<file path="config.mk">
export PLATFORM = sky130hd
export DESIGN_NAME = fetch
export DESIGN_NICKNAME = d
export VERILOG_FILES = /design/src/rtl/fetch.sv
export SDC_FILE = /design/constraint.sdc
export NUM_CORES = 1
export LEC_CHECK = 0
export BUFFER_PORTS_ARGS = -buffer_cell sky130_fd_sc_hd__buf_2
export CAP_MARGIN = 20
export CORE_AREA = 2 2 162 164
export DETAILED_ROUTE_END_ITERATION = 16
export DIE_AREA = 0 0 164 166
export SLEW_MARGIN = 20
export SYNTH_ARGS = -nofsm -noshare
export SYNTH_HDL_FRONTEND = slang
export SYNTH_SLANG_ARGS = --single-unit
</file>
<file path="constraint.sdc">
create_clock -name clk -period 5.54 [get_ports clk]
set_input_delay 0.554 -clock clk [delete_from_list [all_inputs] [get_ports clk]]
set_output_delay 0.554 -clock clk [all_outputs]
set_load 0.02 [all_outputs]
</file>
<file path="src/rtl/fetch.sv">
// Instruction fetch stage: drives the I-cache handshake, holds the fetch PC and
// a one-entry skid buffer, and redirects on jmp without abandoning a live request.
//
// state | meaning
// FETCH | buffer empty, requesting fpc every cycle
// FULL  | buffer holds one insn; request only while issue is not stalled
// DRAIN | finishing a request left open by jmp; its data is discarded
module fetch #(
    parameter logic [31:0] RESET_PC = 32'h0000_0000
) (
    input  logic        clk,
    input  logic        Nrst,
    input  logic        stall,
    input  logic        jmp,
    input  logic [31:0] jmppc,
    output logic        ic_rd_req,
    output logic [31:0] ic_addr,
    input  logic [31:0] ic_rd_data,
    input  logic        ic_ready,
    output logic        bubble,
    output logic [31:0] insn,
    output logic [31:0] pc
);

    typedef enum logic [1:0] {FETCH, FULL, DRAIN} state_t;

    state_t      state, state_nxt;
    logic [31:0] fpc, fpc_nxt;
    logic [31:0] buf_insn, buf_insn_nxt;
    logic [31:0] buf_pc, buf_pc_nxt;
    logic [31:0] drain_addr, drain_addr_nxt;
    logic        bubble_nxt;
    logic [31:0] insn_nxt, pc_nxt;
    logic        xfer;

    always_ff @(posedge clk) begin
        if (!Nrst) begin
            state      <= FETCH;
            fpc        <= RESET_PC;
            buf_insn   <= 32'h0;
            buf_pc     <= 32'h0;
            drain_addr <= 32'h0;
            bubble     <= 1'b1;
            insn       <= 32'h0;
            pc         <= 32'h0;
        end else begin
            state      <= state_nxt;
            fpc        <= fpc_nxt;
            buf_insn   <= buf_insn_nxt;
            buf_pc     <= buf_pc_nxt;
            drain_addr <= drain_addr_nxt;
            bubble     <= bubble_nxt;
            insn       <= insn_nxt;
            pc         <= pc_nxt;
        end
    end

    // Request side: in DRAIN the abandoned address is held until the cache accepts it.
    always_comb begin
        ic_rd_req = 1'b0;
        ic_addr   = fpc;
        case (state)
            FETCH: ic_rd_req = 1'b1;
            FULL:  ic_rd_req = !stall;
            DRAIN: begin
                ic_rd_req = 1'b1;
                ic_addr   = drain_addr;
            end
            default: ic_rd_req = 1'b0;
        endcase
        if (!Nrst)
            ic_rd_req = 1'b0;
    end

    assign xfer = ic_rd_req && ic_ready;

    always_comb begin
        state_nxt      = state;
        fpc_nxt        = fpc;
        buf_insn_nxt   = buf_insn;
        buf_pc_nxt     = buf_pc;
        drain_addr_nxt = drain_addr;
        bubble_nxt     = bubble;
        insn_nxt       = insn;
        pc_nxt         = pc;

        if (jmp) begin
            // Redirect wins over stall; any data landing this cycle is dropped.
            bubble_nxt     = 1'b1;
            fpc_nxt        = jmppc & 32'hFFFF_FFFC;
            drain_addr_nxt = ic_addr;
            state_nxt      = (ic_rd_req && !ic_ready) ? DRAIN : FETCH;
        end else begin
            case (state)
                FETCH: begin
                    if (xfer)
                        fpc_nxt = fpc + 32'd4;
                    if (stall) begin
                        if (xfer) begin
                            buf_insn_nxt = ic_rd_data;
                            buf_pc_nxt   = fpc;
                            state_nxt    = FULL;
                        end
                    end else if (xfer) begin
                        bubble_nxt = 1'b0;
                        insn_nxt   = ic_rd_data;
                        pc_nxt     = fpc;
                    end else begin
                        bubble_nxt = 1'b1;
                    end
                end
                FULL: begin
                    if (!stall) begin
                        bubble_nxt = 1'b0;
                        insn_nxt   = buf_insn;
                        pc_nxt     = buf_pc;
                        if (xfer) begin
                            buf_insn_nxt = ic_rd_data;
                            buf_pc_nxt   = fpc;
                            fpc_nxt      = fpc + 32'd4;
                        end else begin
                            state_nxt = FETCH;
                        end
                    end
                end
                DRAIN: begin
                    bubble_nxt = 1'b1;
                    if (ic_ready)
                        state_nxt = FETCH;
                end
                default: state_nxt = FETCH;
            endcase
        end
    end

endmodule

</file>
Word level (Yosys, flattened, before mapping)
Index checks and enable logic that the tools add are counted.
{"block": "word_totals", "ff_bits": 195, "in_bits": 69, "out_inout_bits": 98, "word_cells": 74}
{"block": "classes", "add_sub_neg": 1, "n_eq_ne": 11, "mux": 35, "n_bitwise": 2, "reduce_logical": 16}
{"operator": "2-to-1 mux 32 bit", "n": 16}
{"operator": "case mux 32 bit (2 select lines)", "n": 5}
{"operator": "adder 32 x 3 -> 32 bit, second input constant", "n": 1}
{"operator": "!= test 3 bit, second input constant", "n": 5}
{"operator": "2-to-1 mux 2 bit", "n": 7}
{"operator": "AND reduction 5 bit", "n": 2}
{"operator": "!= test 2 bit, second input constant", "n": 4}
{"operator": "case mux 2 bit (3 select lines)", "n": 1}
{"operator": "nonzero test 3 bit", "n": 2}
{"operator": "2-to-1 mux 1 bit", "n": 4}
{"operator": "AND reduction 2 bit", "n": 2}
{"operator": "AND reduction 4 bit", "n": 1}
{"operator": "OR reduction 2 bit", "n": 2}
{"operator": "case mux 1 bit (3 select lines)", "n": 1}
{"operator": "AND reduction 3 bit", "n": 1}
{"operator": "== test 2 x 1 -> 1 bit, second input constant", "n": 1}
{"operator": "== test 2 bit, second input constant", "n": 1}
{"operator": "logical AND 1 bit", "n": 2}
{"operator": "logical NOT 1 bit", "n": 2}
{"operator": "logical NOT 2 bit", "n": 1}
{"operator": "inverter 1 bit", "n": 2}
{"operator": "case mux 1 bit (2 select lines)", "n": 1}
{"operator": "nonzero test 2 bit", "n": 1}

Depth between registers and ports, before layout
{"block": "depth", "depth_word": 9, "mapped_depth": 10, "ltp_nobuf": 7}

Least setup slack after synthesis
OpenSTA, ideal clock, no wires.
{"block": "synth_timing", "path_kind": "register -> output", "from": "reg state[0]", "to": "out ic_addr[20]", "arrival_time_ps": 1715, "required_ps": 4986, "setup_slack_ps": 3271, "stages_incl_launch_ff": 6, "n_path_buf": 2, "path_cell_list": "dfxtp_1 -> inv_1 -> ha_1 -> clkbuf_1 -> buf_1 -> mux2_2"}
{"block": "synth_between", "elab_chain_len": 2}
{"element": "from (decl)", "line_no": "27", "source": "state_t state, state_nxt;"}
{"element": "from (signal assigned)", "line_no": "47", "source": "state <= state_nxt;"}
{"element": "== test 2 bit", "line_no": "62", "source": "case (state)"}
{"element": "2-to-1 mux 32 bit", "line_no": "62"}
{"element": "to (decl)", "line_no": "17", "source": "output logic [31:0] ic_addr,"}
No other way between the ends.

Worst setup path after layout
{"block": "layout_timing", "from": "reg state[1]", "to": "reg buf_pc[31]"}
{"block": "layout_between", "elab_chain_len": 8, "word_cells_on_any_way": 15, "cone_classes": "eq/ne: 4; mux: 6; reduce/logical: 5"}
{"element": "== test 2 bit or logical NOT 2 bit (tied branches)", "line_no": "62, 94"}
{"element": "OR reduction 2 bit (no source line)"}
{"element": "case mux 1 bit (2 select lines)", "line_no": "62"}
{"element": "2-to-1 mux 1 bit", "line_no": "71", "source": "if (!Nrst)"}
{"element": "logical AND 1 bit", "line_no": "75", "source": "assign xfer = ic_rd_req && ic_ready;"}
{"element": "2-to-1 mux 32 bit"}
{"element": "2-to-1 mux 32 bit (on tied branches)"}
{"element": "case mux 32 bit (2 select lines)", "line_no": "94", "source": "case (state)"}
{"element": "to (signal assigned)", "line_no": "50", "source": "buf_pc <= buf_pc_nxt;"}
{"element": "to (decl)", "line_no": "30", "source": "logic [31:0] buf_pc, buf_pc_nxt;"}
Parallel ways exist; a longest one is shown, timed or not. The select of a mux whose other input is x is not followed.
A chain may end at the register's enable or synchronous reset.

==> results.md <==
- Status: completed
- Startpoint Class: flip-flop
- Routed wire length: 22500 µm
- IO Port Bufs: 162
- Final core occ: 0.399
- R2R Setup Slk: 2.35 ns
- Area grow syn2layout: 16.0%
- Nets: 1147
- CTS tree: built
- Share of layout cells above drive strength 1: 0.231
- IO Pins: 167
- Drt via density: 4.93
- Internal Power: 2130 µW
- Full die area: 27200 µm²
- H-tree levels: 4
- Critical path's slowest cell: or3_2
- Hold Vio Cnt, Final: 0
- Leakage: 0.00461 µW
- Starting Density: 0.344
- Hold crit path type: in -> reg
- Initial antenna violation count: 1
- RR Endpoint: buf_pc[31]$_SDFFE_PN0P_
- Setup violations, final: 0
- Synthesis Warnings: 0
- Die H: 166 µm
- Wirelength per Cell: 15.8 µm
- Cell area after synthesis: 8820 µm²
- Commonest non-fill, non-tap cells in the layout: nand2_1 (262), dfxtp_1 (189), buf_2 (161), mux2i_1 (65), o211a_1 (65)
- Highest clock rate: 313 MHz
- Prevailing post-synth register cell: dfxtp_1
- Setup TNS: 0 ns
- RSZ-0062 raised after global routing: false
- Sequential share of power: 0.493
- Pwr dens: 288 nW/µm²
- Post-CTS Resized: 0
- Max Cap Viol: 0
- Flops & latches, synth: 189
- Total grt overflow: 0
- Clk_lat worst skew: 0.43 ns
- Post-DP HPWL: 14400 µm
- Cell variety after synth: 51
- Clock Power Share: 0.400
- Via count: 7005
- Antenna viol nets, final: 0
- Required time of the critical path: 5.85 ns
- CTS sink cnt: 189
- Least-Margin Pin Slew: 1.03 ns
- First-pass GRT wire length: 35500 µm
- Worst Setup SP: state[1]$_SDFFE_PN0P_
- Worst EP arrival: 3.50 ns
- Worst vdd ir: 0.000147 V
- Postcts setup bufs: 0
- TritonRoute pass-1 iters: 6
- DRC: 0
- Vias in the first global route: 6517
- Worst Reg2Reg Path Length in Cells: 8
- Detailed Route Iter0 Violations: 297
- Slowest cell delay on critical path: 0.84 ns
- CTS Buffer Depth: 2
- RR Startpoint: state[1]$_SDFFE_PN0P_
- Sw Pwr: 824 µW
- Hold buffer count at cts: 0
- Largest net degree at the start of global routing: 101
- Slew Viols, Final: 0
- Hold_sp: jmppc[2]
- Asr flop ratio synth: 0
- Post-Syn Area per Cell: 9.10 µm²
- Num CTS Buffers: 17
- Post-synth EDFFs: 0
- Core box area: 25600 µm²
- Rows: 59
- Cells after Synth: 969
- Logic gate share of total power: 0.107
- Clk_skew: 0.0176 ns
- RePlAce Congestion: 0.731
- Net Sw Frac: 0.279
- Root Buffer: clkbuf_16
- Final worst path period share: 0.576
- Total GRT Usage: 0.164
- Crit end category: flip-flop
- CP Cell Sequence: inv_1 > ha_4 > nor2b_4 > o311ai_4 > or3_2 > buf_4 > nand2_1 > a21boi_0
- Tmin final: 3.19 ns
- Die W: 164 µm
- Sequential-to-total area share from yosys stat: 0.429
- WS Path Type: reg -> reg
- CTS clock-pin slew for the worst setup and hold paths: 0.08 ns
- Worst Path Max Fanout: 40
- Critical Path Sink: buf_pc[31]$_SDFFE_PN0P_
- Relative slew margins: 0.313
- Most common cell after layout, fill and taps aside: nand2_1
[sequential cells by signal (all words and copies together) (netlist names)]
register    flops
state           2
bubble          1
drain_addr     32
pc             30
buf_pc         30
buf_insn       32
fpc            30
insn           32
[per-stage QoR]
step	instances	setup slack, ns	total power, µW	hold WS [ns]	instance area, µm²
final	1422	2.35	2950	0.341	10200
after global routing	1420	2.19	3080	0.344	10200
after CTS	1420	2.29	3000	0.326	10200
after detailed placement	1389	2.31	1810	0.444	9670
after global placement	1389	2.33	1800	0.439	9670
after floorplan	970	3.27	1700	0.435	8830
[synth_stat cells, types with 2 or more instances]
| master | n | area share |
|---|---|---|
| and2_1 | 3 | 0.0021 |
| o211a_1 | 65 | 0.074 |
| buf_6 | 13 | 0.017 |
| a21oi_1 | 25 | 0.014 |
| o2111ai_1 | 3 | 0.0030 |
| nand2b_4 | 2 | 0.0031 |
| nand2b_1 | 2 | 0.0014 |
| o21ai_0 | 28 | 0.016 |
| o211ai_1 | 3 | 0.0026 |
| and3_1 | 12 | 0.0085 |
| nor4_1 | 2 | 0.0014 |
| mux2i_1 | 65 | 0.074 |
| nand4_1 | 8 | 0.0057 |
| nor2_1 | 6 | 0.0026 |
| a21boi_0 | 34 | 0.029 |
| ha_1 | 5 | 0.0071 |
| buf_1 | 4 | 0.0017 |
| xor2_1 | 13 | 0.013 |
| nand2_1 | 262 | 0.11 |
| xnor2_1 | 13 | 0.013 |
| buf_2 | 16 | 0.0091 |
| and2b_1 | 2 | 0.0017 |
| a21boi_1 | 60 | 0.051 |
| nor3_1 | 2 | 0.0011 |
| mux2_2 | 30 | 0.038 |
| nand3_1 | 15 | 0.0085 |
| clkbuf_1 | 44 | 0.019 |
| inv_1 | 6 | 0.0026 |
| buf_4 | 12 | 0.010 |
| dfxtp_1 | 189 | 0.43 |
| and4_1 | 5 | 0.0050 |
[worst max-delay path: cells and delay by family (launching register included)]
family,cells,cell delay [ns]
compound gates,2,0.21
fa+ha+maj,1,0.63
buf+inv,2,0.53
flops,1,0.36
simple gates,3,1.32
[final cells by class]
type                       instances  area [µm²]
tap                              335         419
fill                            2625       15400
clock inverter                    14         129
timing repair buffer             174         903
clock buffer                      17         425
multi-input combinational        685        4540
inverter                           6        22.5
sequential                       189        3780
antenna                            2        5.00
[metal layers]
layer / part of all wire / track usage
met1: 0.48 / 0.228
met2: 0.46 / 0.260
met3: 0.053 / 0.0375
met4: 0.0084 / 0.0378
met5: 0 / 0
[worst min-delay path by stage]
| stage | end | slack, ns | depth (start not counted) |
|---|---|---|---|
| global placement | buf_pc[18]$_SDFFE_PN0P_ | 0.44 | 2 |
| CTS | fpc[2]$_SDFFE_PN0P_ | 0.33 | 2 |
| global route | fpc[2]$_SDFFE_PN0P_ | 0.34 | 2 |
| finish | fpc[2]$_SDFFE_PN0P_ | 0.34 | 2 |
| floorplan | buf_insn[0]$_SDFFE_PN0P_ | 0.43 | 2 |
| detailed placement | buf_insn[14]$_SDFFE_PN0P_ | 0.44 | 2 |
[power groups by stage]
stage	registers, µW	clock network (µW)	logic (µW)
2_1_floorplan	1480	0	217
3_3_place_gp	1490	0	318
3_5_place_dp	1490	0	319
4_1_cts	1450	1220	321
5_1_grt	1460	1270	348
6_report	1450	1180	316
[kinds of logic after synthesis]
| logic type | Yosys count | share of synthesized area |
|---|---|---|
| AND/OR/NAND/NOR | 332 | 0.165 |
| AO/OA/AOI/OAI | 225 | 0.201 |
| flip-flops | 189 | 0.429 |
| buffers and inverters | 96 | 0.0594 |
| multiplexers | 95 | 0.112 |
| XOR/XNOR | 26 | 0.0258 |
| adder cells (fa/ha/maj) | 5 | 0.00709 |
| other | 1 | 0.000425 |
No activity file was read; power rests on OpenSTA's default activity.
